[config.mk]
export PLATFORM = sky130hd
export DESIGN_NAME = reg_dump_reader_flat
export DESIGN_NICKNAME = d
export VERILOG_FILES = /design/src/rtl/reg_dump_reader_if.sv /design/src/rtl/reg_dump_reader.sv /design/src/flat_wrapper.sv
export SDC_FILE = /design/constraint.sdc
export NUM_CORES = 1
export LEC_CHECK = 0
export ABC_CLOCK_PERIOD_IN_PS = 1700
export BUFFER_PORTS_ARGS = -buffer_cell sky130_fd_sc_hd__buf_2
export CORE_ASPECT_RATIO = 0.6
export CORE_MARGIN = 3
export CORE_UTILIZATION = 41
export DETAILED_ROUTE_END_ITERATION = 8
export GPL_TIMING_DRIVEN = 0
export PLACE_DENSITY = 0.77
export SLEW_MARGIN = 20
export SYNTH_ARGS = -nofsm -noshare
export SYNTH_HDL_FRONTEND = slang
export SYNTH_SLANG_ARGS = --single-unit
[constraint.sdc]
create_clock -name clk -period 1.7 [get_ports clk]
set_clock_uncertainty 0.05 [all_clocks]
set_input_delay 0.085 -clock clk [delete_from_list [all_inputs] [get_ports clk]]
set_output_delay 0.085 -clock clk [all_outputs]
set_load 0.005 [all_outputs]
[src/rtl/reg_dump_reader_if.sv]
// Bundle of the dump reader's control, register-file read and output stream signals.
// The checksum signal exists only when REG_DUMP_CHECKSUM_EN is defined.
interface reg_dump_reader_if #(
  parameter int ADDR_WIDTH = 5,
  parameter int DATA_WIDTH = 32
);
  logic                  start;
  logic                  busy;
  logic                  done;
  logic [ADDR_WIDTH-1:0] rf_raddr;
  logic [DATA_WIDTH-1:0] rf_rdata;
  logic                  out_valid;
  logic                  out_ready;
  logic [ADDR_WIDTH-1:0] out_addr;
  logic [DATA_WIDTH-1:0] out_data;
`ifdef REG_DUMP_CHECKSUM_EN
  logic [DATA_WIDTH-1:0] checksum;

  modport master (
    input  start, rf_rdata, out_ready,
    output busy, done, rf_raddr, out_valid, out_addr, out_data, checksum
  );
  modport slave (
    output start, rf_rdata, out_ready,
    input  busy, done, rf_raddr, out_valid, out_addr, out_data, checksum
  );
`else
  modport master (
    input  start, rf_rdata, out_ready,
    output busy, done, rf_raddr, out_valid, out_addr, out_data
  );
  modport slave (
    output start, rf_rdata, out_ready,
    input  busy, done, rf_raddr, out_valid, out_addr, out_data
  );
`endif
endinterface

[src/rtl/reg_dump_reader.sv]
// Walks every register file entry once per start and streams (index, value) over a valid/ready port.
// Optional running XOR checksum of the streamed values when REG_DUMP_CHECKSUM_EN is defined.
module reg_dump_reader #(
  parameter int ADDR_WIDTH = 5,
  parameter int DATA_WIDTH = 32
) (
  input  logic              clk,
  input  logic              rst,
  reg_dump_reader_if.master bus
);

  typedef enum logic [1:0] {IDLE, READ, SEND, FIN} state_t;

  state_t                state;
  state_t                next_state;
  logic [ADDR_WIDTH-1:0] idx;
  logic                  out_valid;
  logic [ADDR_WIDTH-1:0] out_addr;
  logic [DATA_WIDTH-1:0] out_data;
  logic                  handshake;
  logic                  last_entry;

  assign handshake  = out_valid && bus.out_ready;
  assign last_entry = &idx;

  always_ff @(posedge clk) begin
    if (rst) begin
      state <= IDLE;
    end else begin
      state <= next_state;
    end
  end

  // One READ cycle latches the entry, SEND waits for the consumer; the last entry exits to FIN.
  always_comb begin
    next_state = state;
    case (state)
      IDLE: if (bus.start) next_state = READ;
      READ: next_state = SEND;
      SEND: if (handshake) next_state = last_entry ? FIN : READ;
      FIN:  next_state = IDLE;
      default: next_state = IDLE;
    endcase
  end

  always_ff @(posedge clk) begin
    if (rst) begin
      idx       <= '0;
      out_valid <= 1'b0;
      out_addr  <= '0;
      out_data  <= '0;
    end else begin
      case (state)
        IDLE: if (bus.start) idx <= '0;
        READ: begin
          out_data  <= bus.rf_rdata;
          out_addr  <= idx;
          out_valid <= 1'b1;
        end
        SEND: if (handshake) begin
          out_valid <= 1'b0;
          // idx parks on the last entry so it never wraps inside a dump
          if (!last_entry) idx <= idx + 1'b1;
        end
        default: ;
      endcase
    end
  end

`ifdef REG_DUMP_CHECKSUM_EN
  logic [DATA_WIDTH-1:0] checksum;

  always_ff @(posedge clk) begin
    if (rst) begin
      checksum <= '0;
    end else if (state == IDLE && bus.start) begin
      checksum <= '0;
    end else if (state == SEND && handshake) begin
      checksum <= checksum ^ out_data;
    end
  end

  assign bus.checksum = checksum;
`endif

  assign bus.busy      = (state != IDLE);
  assign bus.done      = (state == FIN);
  assign bus.rf_raddr  = idx;
  assign bus.out_valid = out_valid;
  assign bus.out_addr  = out_addr;
  assign bus.out_data  = out_data;

endmodule

[src/flat_wrapper.sv]
// flat-port wrapper written by rule: the top's interface ports become plain ports
module reg_dump_reader_flat 
#(
  parameter int ADDR_WIDTH = 5,
  parameter int DATA_WIDTH = 32
)
  (clk, rst, bus_start, bus_rf_rdata, bus_out_ready, bus_busy, bus_done, bus_rf_raddr, bus_out_valid, bus_out_addr, bus_out_data);
  reg_dump_reader_if #(.ADDR_WIDTH(ADDR_WIDTH), .DATA_WIDTH(DATA_WIDTH)) bus_i ();
  input  logic clk;
  input  logic rst;
  input wire logic [$bits(bus_i.start)-1:0] bus_start;
  input wire logic [$bits(bus_i.rf_rdata)-1:0] bus_rf_rdata;
  input wire logic [$bits(bus_i.out_ready)-1:0] bus_out_ready;
  output wire logic [$bits(bus_i.busy)-1:0] bus_busy;
  output wire logic [$bits(bus_i.done)-1:0] bus_done;
  output wire logic [$bits(bus_i.rf_raddr)-1:0] bus_rf_raddr;
  output wire logic [$bits(bus_i.out_valid)-1:0] bus_out_valid;
  output wire logic [$bits(bus_i.out_addr)-1:0] bus_out_addr;
  output wire logic [$bits(bus_i.out_data)-1:0] bus_out_data;
  assign bus_i.start = bus_start;
  assign bus_i.rf_rdata = bus_rf_rdata;
  assign bus_i.out_ready = bus_out_ready;
  assign bus_busy = bus_i.busy;
  assign bus_done = bus_i.done;
  assign bus_rf_raddr = bus_i.rf_raddr;
  assign bus_out_valid = bus_i.out_valid;
  assign bus_out_addr = bus_i.out_addr;
  assign bus_out_data = bus_i.out_data;
  reg_dump_reader #(.ADDR_WIDTH(ADDR_WIDTH), .DATA_WIDTH(DATA_WIDTH)) u_core (.clk(clk), .rst(rst), .bus(bus_i));
endmodule
==> results of run 1 <==
## cells in the mapped netlist, drive strengths merged
library cell | instances | share of area, %
nor2b | 2 | 0.72
or4 | 2 | 0.86
nand3b | 1 | 1.1
clkbuf | 6 | 1.9
and2b | 1 | 0.50
inv | 2 | 0.43
or3b | 1 | 0.50
buf | 9 | 3.3
dfxtp | 45 | 52
nor3 | 1 | 0.29
and3b | 1 | 0.57
or3 | 1 | 0.43
and2 | 1 | 0.36
and3 | 1 | 0.36
a211oi | 1 | 0.43
nand2 | 74 | 16
o211ai | 6 | 2.6
nor2 | 2 | 0.43
nand3 | 2 | 0.57
a21oi | 42 | 12
ha | 2 | 1.4
a31oi | 2 | 0.72
nor3b | 1 | 0.43
o311ai | 1 | 0.50
or2 | 1 | 0.36
nand2b | 2 | 1.1
o21ai | 1 | 0.29
## cell families after synthesis
group                    Yosys count
AO/OA/AOI/OAI                     53
adder cells (fa/ha/maj)            2
buffers and inverters             17
flip-flops                        45
AND/OR/NAND/NOR                   94
## final cells by class
type                       count  area [um2]  area share (%)
sequential                    45       905.9           33.21
multi-input combinational    149       780.7           28.62
timing repair buffer         116       755.7           27.71
buffer                        15       90.09           3.303
clock buffer                   7       86.33           3.165
tap                           57       71.32           2.615
clock inverter                 1       30.03           1.101
inverter                       2       7.507          0.2752
## report_power, final
part | internal (mW) | leakage (nW) | switching [mW]
Sequential | 1.10 | 0.367 | 0.0251
Combinational | 0.172 | 0.791 | 0.162
Clock | 0.479 | 0.0585 | 0.355
## cells in the final DEF, fill, tap and decap left out, types with 2 or more instances in the layout
master         count
a21oi_1           41
a31oi_1            2
buf_2             86
buf_4              4
buf_6              2
clkbuf_1           6
clkbuf_8           7
dfxtp_1           43
dlygate4sd3_1     33
ha_4               2
inv_1              2
nand2_1           74
nand3_1            2
nor2_1             2
nor2b_1            2
o211ai_1           6
## worst paths after layout
kind	to	slack, ns	depth (start not counted)
worst max-delay path	u_core.bus.rf_raddr[2]$_SDFFE_PP0P_	-0.09	6
worst min-delay path	u_core.state[0]$_SDFFE_PP0P_	0.12	3
worst max register to register	u_core.bus.rf_raddr[2]$_SDFFE_PP0P_	-0.09	6
worst min register to register	u_core.bus.out_data[11]$_SDFFE_PP0P_	0.40	2
## registers in the layout (all words and copies together), names as in the netlist
name                  flops
u_core.bus.out_data      32
u_core.bus.rf_raddr       5
u_core.bus.out_addr       5
u_core.bus.out_valid      1
u_core.state              2
## per-layer routing
layer | vias to the layer above | global-route usage, % | wire, um
li1 | 945 | - | -
met1 | 859 | 25.72 | 2352
met2 | 72 | 35.24 | 2350
met3 | 6 | 7.095 | 444
met4 | 0 | 5.229 | 34
met5 | - | 0 | 0
## timing repair
action                                  in CTS  in global routing
pin swaps                                    1                  5
buffers inserted                             3                  1
gates cloned                                 0                  0
hold buffers                                33                  0
endpoints found under the hold margin       37                  0
resized for setup                            2                  3
endpoints found under the setup margin       3                  5
## worst max-delay path: cells and delay by family, from the launching register on
family | cells | cell delay (ns)
compound gates | 1 | 0.13
simple gates | 3 | 0.88
flops | 1 | 0.36
fa+ha+maj | 2 | 0.31
==> flow_summary.ini, run 1 <==
[status]
outcome = finished with violations
violations = setup timing

[critical_path]
reg2reg_from = u_core.bus.rf_raddr[1]$_SDFFE_PP0P_
path_cells = ha_4 -> and3_4 -> ha_4 -> nand3b_4 -> or4_4 -> a21oi_2
critPathMaxFanout = 8
critPathCaptureType = flip-flop
criticalPathCategory = reg2reg
slowest_delay_ns = 0.51
crit_top_cell = ha_4
critPathLaunch = u_core.bus.rf_raddr[1]$_SDFFE_PP0P_
cp-start-kind = flip-flop
crit_path_top_delay_cell = or4_4
arrival_ns = 1.98
required_ns = 1.88

[timing]
drv_slew = 0
finalWorstSetupSlack_ns = -0.09326
tns_ns = -0.2086
rsz0062_at_grt = true
hold_viol = 0
relSlewSlack_pct = 67.32
period_minus_slack_ns = 1.793
tightest_slew_ns = 0.4902
fin_crit_sh_pct = 105.5
setup_viol = 3
fmaxAchievable_mhz = 557.6
holdWs_ns = 0.1211

[synthesis]
synth_top_family_by_area = simple AND/OR/NAND/NOR gates
ys_seq_elements = 45
yosys.area_share.simple_pct = 24.64
ys_types = 30
ys_seq_area_share_pct = 51.72
synth_nets = 249
syn_avg_cell_area_um2 = 8.254
synth_cells = 211
synth_adder_area_share_pct = 1.437
synth_compound_area_share_pct = 16.59
synth_xor_area_share_pct = 0
synth_mux_area_share_pct = 0
yosysWarningCount = 0
netlist_area_um2 = 1742

[detailed_routing]
drt.antenna.violating_nets = 0
routed_wl_um = 5182
drtPass1Iterations = 4
drc = 0
vias = 1882
via_per_inst = 4.801
drt_iter0_drc = 59
routedWlPerCell_um = 13.22

[cts]
clock_sinks = 45
cts_tree = done
h-tree-depth = 2
cts_buffer_depth = 2
clk_pin_slew_ns = 0.08
cts_made_buffers = 5
cts-root-buf = clkbuf_8
worstSkewPairLatency_ns = 0.29

[floorplan]
rows = 17
start_util_pct = 44.99
num_io_pins = 81
die_area_um2 = 5092
fp.dieW_um = 90.14
die_height_um = 56.49
core-area_um2 = 3871

[final_layout]
nFillCells = 313
area_growth_pct = 56.61
fin_cells = 392
nNetsFinal = 372
drive_above_1_share_pct = 34.03
design_area_um2 = 2728
n_antenna_cell = 0
final_core_util_pct = 70.46

[power]
p_leak_nw = 1.217
total_power_mw = 2.290
ir_drop_v = 0.0004222
power_density_nw_per_um2 = 839.5

[placement]
place_inst = 347
io_buffers = 79
place_ws_ns = -0.09501
place_area_um2 = 2231
globalplace.congestion = 0.7613
dp_hpwl_um = 3251

[worst_hold_path]
hp-class = in2reg
hp-start = bus_out_ready

[global_routing]
antenna_found_initial = 0
grt_start_max_net_pins = 14
track_usage_pct = 20.86
grt_overflow = 0
grt_pass1_wl_um = 8625
grt_pass1_vias = 1843

[job]
cap_violations = 0
(Power assumes the default switching activity.)
==> run 2: changes to the inputs <==
--- a/config.mk
+++ b/config.mk
@@ -5,14 +5,14 @@
 export SDC_FILE = /design/constraint.sdc
 export NUM_CORES = 1
 export LEC_CHECK = 0
-export ABC_CLOCK_PERIOD_IN_PS = 1700
+export ABC_CLOCK_PERIOD_IN_PS = 1920
 export BUFFER_PORTS_ARGS = -buffer_cell sky130_fd_sc_hd__buf_2
 export CORE_ASPECT_RATIO = 0.6
 export CORE_MARGIN = 3
-export CORE_UTILIZATION = 41
+export CORE_UTILIZATION = 45
 export DETAILED_ROUTE_END_ITERATION = 8
 export GPL_TIMING_DRIVEN = 0
-export PLACE_DENSITY = 0.77
+export PLACE_DENSITY = 0.8
 export SLEW_MARGIN = 20
 export SYNTH_ARGS = -nofsm -noshare
 export SYNTH_HDL_FRONTEND = slang
==> constraint.sdc (replaced) <==
create_clock -name clk -period 1.92 [get_ports clk]
set_clock_uncertainty 0.05 [all_clocks]
set_input_delay 0.096 -clock clk [delete_from_list [all_inputs] [get_ports clk]]
set_output_delay 0.096 -clock clk [all_outputs]
set_load 0.005 [all_outputs]
==> run 2 against run 1 <==
Effect of this change: the run now ends clean; first-iteration DRC count grew 32%; clock power down 18%; cell count fell by 4.3%; critical path depth unchanged; die area down 8.1%; sequential share of layout area increased by 1.1 points; fmax fell by 4.0%; via count is 0.80% lower; global-route usage up 1.9 points; design area is 3.1% lower; critical path type unchanged; critical endpoint is now u_core.bus.rf_raddr[0]$_SDFFE_PP0P_; highest routed layer unchanged.
==> flow_summary.ini, run 2 (synthesized netlist as in run 1, its figures left out) <==
[global_routing]
grt_overflow = 0
grt_pass1_vias = 1760
grt_pass1_wl_um = 8224
grt_start_max_net_pins = 14
track_usage_pct = 22.79
antenna_found_initial = 0

[placement]
place_inst = 335
dp_hpwl_um = 3236
io_buffers = 79
globalplace.congestion = 0.7800

[cts]
clock_sinks = 45
cts-root-buf = clkbuf_8
clk_pin_slew_ns = 0.08
cts_made_buffers = 5
worstSkewPairLatency_ns = 0.29
cts_buffer_depth = 2
h-tree-depth = 2
cts_tree = done

[final_layout]
final_common_cell = buf_2
fin_cells = 375
regMostFlops = u_core.bus.out_data
n_antenna_cell = 0
drive_above_1_share_pct = 33.94
largest_reg_flops = 32
area_growth_pct = 51.72
nNetsFinal = 368
nFillCells = 253
final_cell_mix = 86 x buf_2, 74 x nand2_1, 43 x dfxtp_1

[timing]
tns_ns = 0
fin_crit_sh_pct = 97.31
setup_viol = 0
drv_slew = 0
rsz0062_at_grt = true
tightest_slew_ns = 0.4625
period_minus_slack_ns = 1.868
hold_viol = 0
fmaxAchievable_mhz = 535.2
relSlewSlack_pct = 69.17

[job]
cap_violations = 0

[critical_path]
crit_path_top_delay_cell = or3_2
required_ns = 2.09
arrival_ns = 2.04
critPathCaptureType = flip-flop
slowest_delay_ns = 0.46
path_cells = ha_1 -> and3_1 -> ha_2 -> nand3b_4 -> or3_2 -> a21oi_1
criticalPathCategory = reg2reg
critPathMaxFanout = 7
cp-start-kind = flip-flop

[status]
outcome = finished clean

[floorplan]
start_util_pct = 50.00
num_io_pins = 81
fp.dieW_um = 86.32
die_height_um = 54.19
core-area_um2 = 3483
die_area_um2 = 4677
rows = 16

[power]
power_density_nw_per_um2 = 746.7
p_leak_nw = 1.200
total_power_mw = 1.973
ir_drop_v = 0.0005411

[detailed_routing]
vias = 1867
via_per_inst = 4.979
routed_wl_um = 5150
drt_iter0_drc = 78
drt.antenna.violating_nets = 0
drtPass1Iterations = 4
routedWlPerCell_um = 13.73
drc = 0

[worst_hold_path]
hp-class = in2reg
run 2: path summary, 6_finish.rpt:
path,depth (start not counted),endpoint,slack [ns],from
max,6,u_core.bus.rf_raddr[0]$_SDFFE_PP0P_,0.05,u_core.bus.rf_raddr[0]$_SDFFE_PP0P_
max reg2reg,6,u_core.bus.rf_raddr[0]$_SDFFE_PP0P_,0.05,u_core.bus.rf_raddr[0]$_SDFFE_PP0P_
min reg2reg,2,u_core.bus.out_data[29]$_SDFFE_PP0P_,0.40,u_core.bus.out_data[29]$_SDFFE_PP0P_
min,3,u_core.bus.out_data[11]$_SDFFE_PP0P_,0.01,bus_rf_rdata[11]
run 2: what timing repair did:
| action | CTS | global route |
|---|---|---|
| endpoints found under the setup margin | 3 | 3 |
| pin swaps | 2 | 2 |
| hold buffers | 29 | 1 |
| endpoints found under the hold margin | 33 | 1 |
| resized for setup | 3 | 5 |
| buffers inserted | 3 | 0 |
run 2: where the power goes:
group | internal [mW] | switching (mW)
clock | 0.378 | 0.308
sequential | 0.971 | 0.0227
combinational | 0.149 | 0.145
total | 1.50 | 0.476
run 2: layout make-up:
type                    instances  area (um2)  share of cell area [%]
flip-flops and latches         45       905.9                   34.28
clock buffers                   5       68.82                   2.604
inverters                       2       7.507                  0.2841
repair buffers                112       718.2                   27.18
plain buffers                  15       90.09                   3.409
well taps                      45       56.30                   2.131
multi-input cells             149       760.7                   28.79
clock inverters                 2       35.03                   1.326
run 2: critical path, delay by kind of cell (launching register included):
kind,cells,cell delay [ns]
simple gates,3,0.85
flops,1,0.37
fa+ha+maj,2,0.37
compound gates,1,0.15
run 2: metal layers:
layer / track usage (%) / wire, um / vias to the layer above
met3: 8.104 / 488 / 5
met5: 0 / 0 / -
met2: 37.21 / 2269 / 71
met1: 29.85 / 2366 / 852
met4: 3.886 / 25 / 0
li1: - / - / 939
run 2: through the flow:
step                cell area (um2)  hold slack (ns)  setup WS [ns]  utilization, %
global placement               2193           0.2827       -0.01662           62.97
floorplan                      1742           0.1820        0.07654               -
finish                         2643         0.009982        0.05169           75.86
global route                   2643         0.002802       -0.01366           75.86
CTS                            2615         0.001279        0.01567           75.07
detailed placement             2193           0.2828       -0.05880           62.97
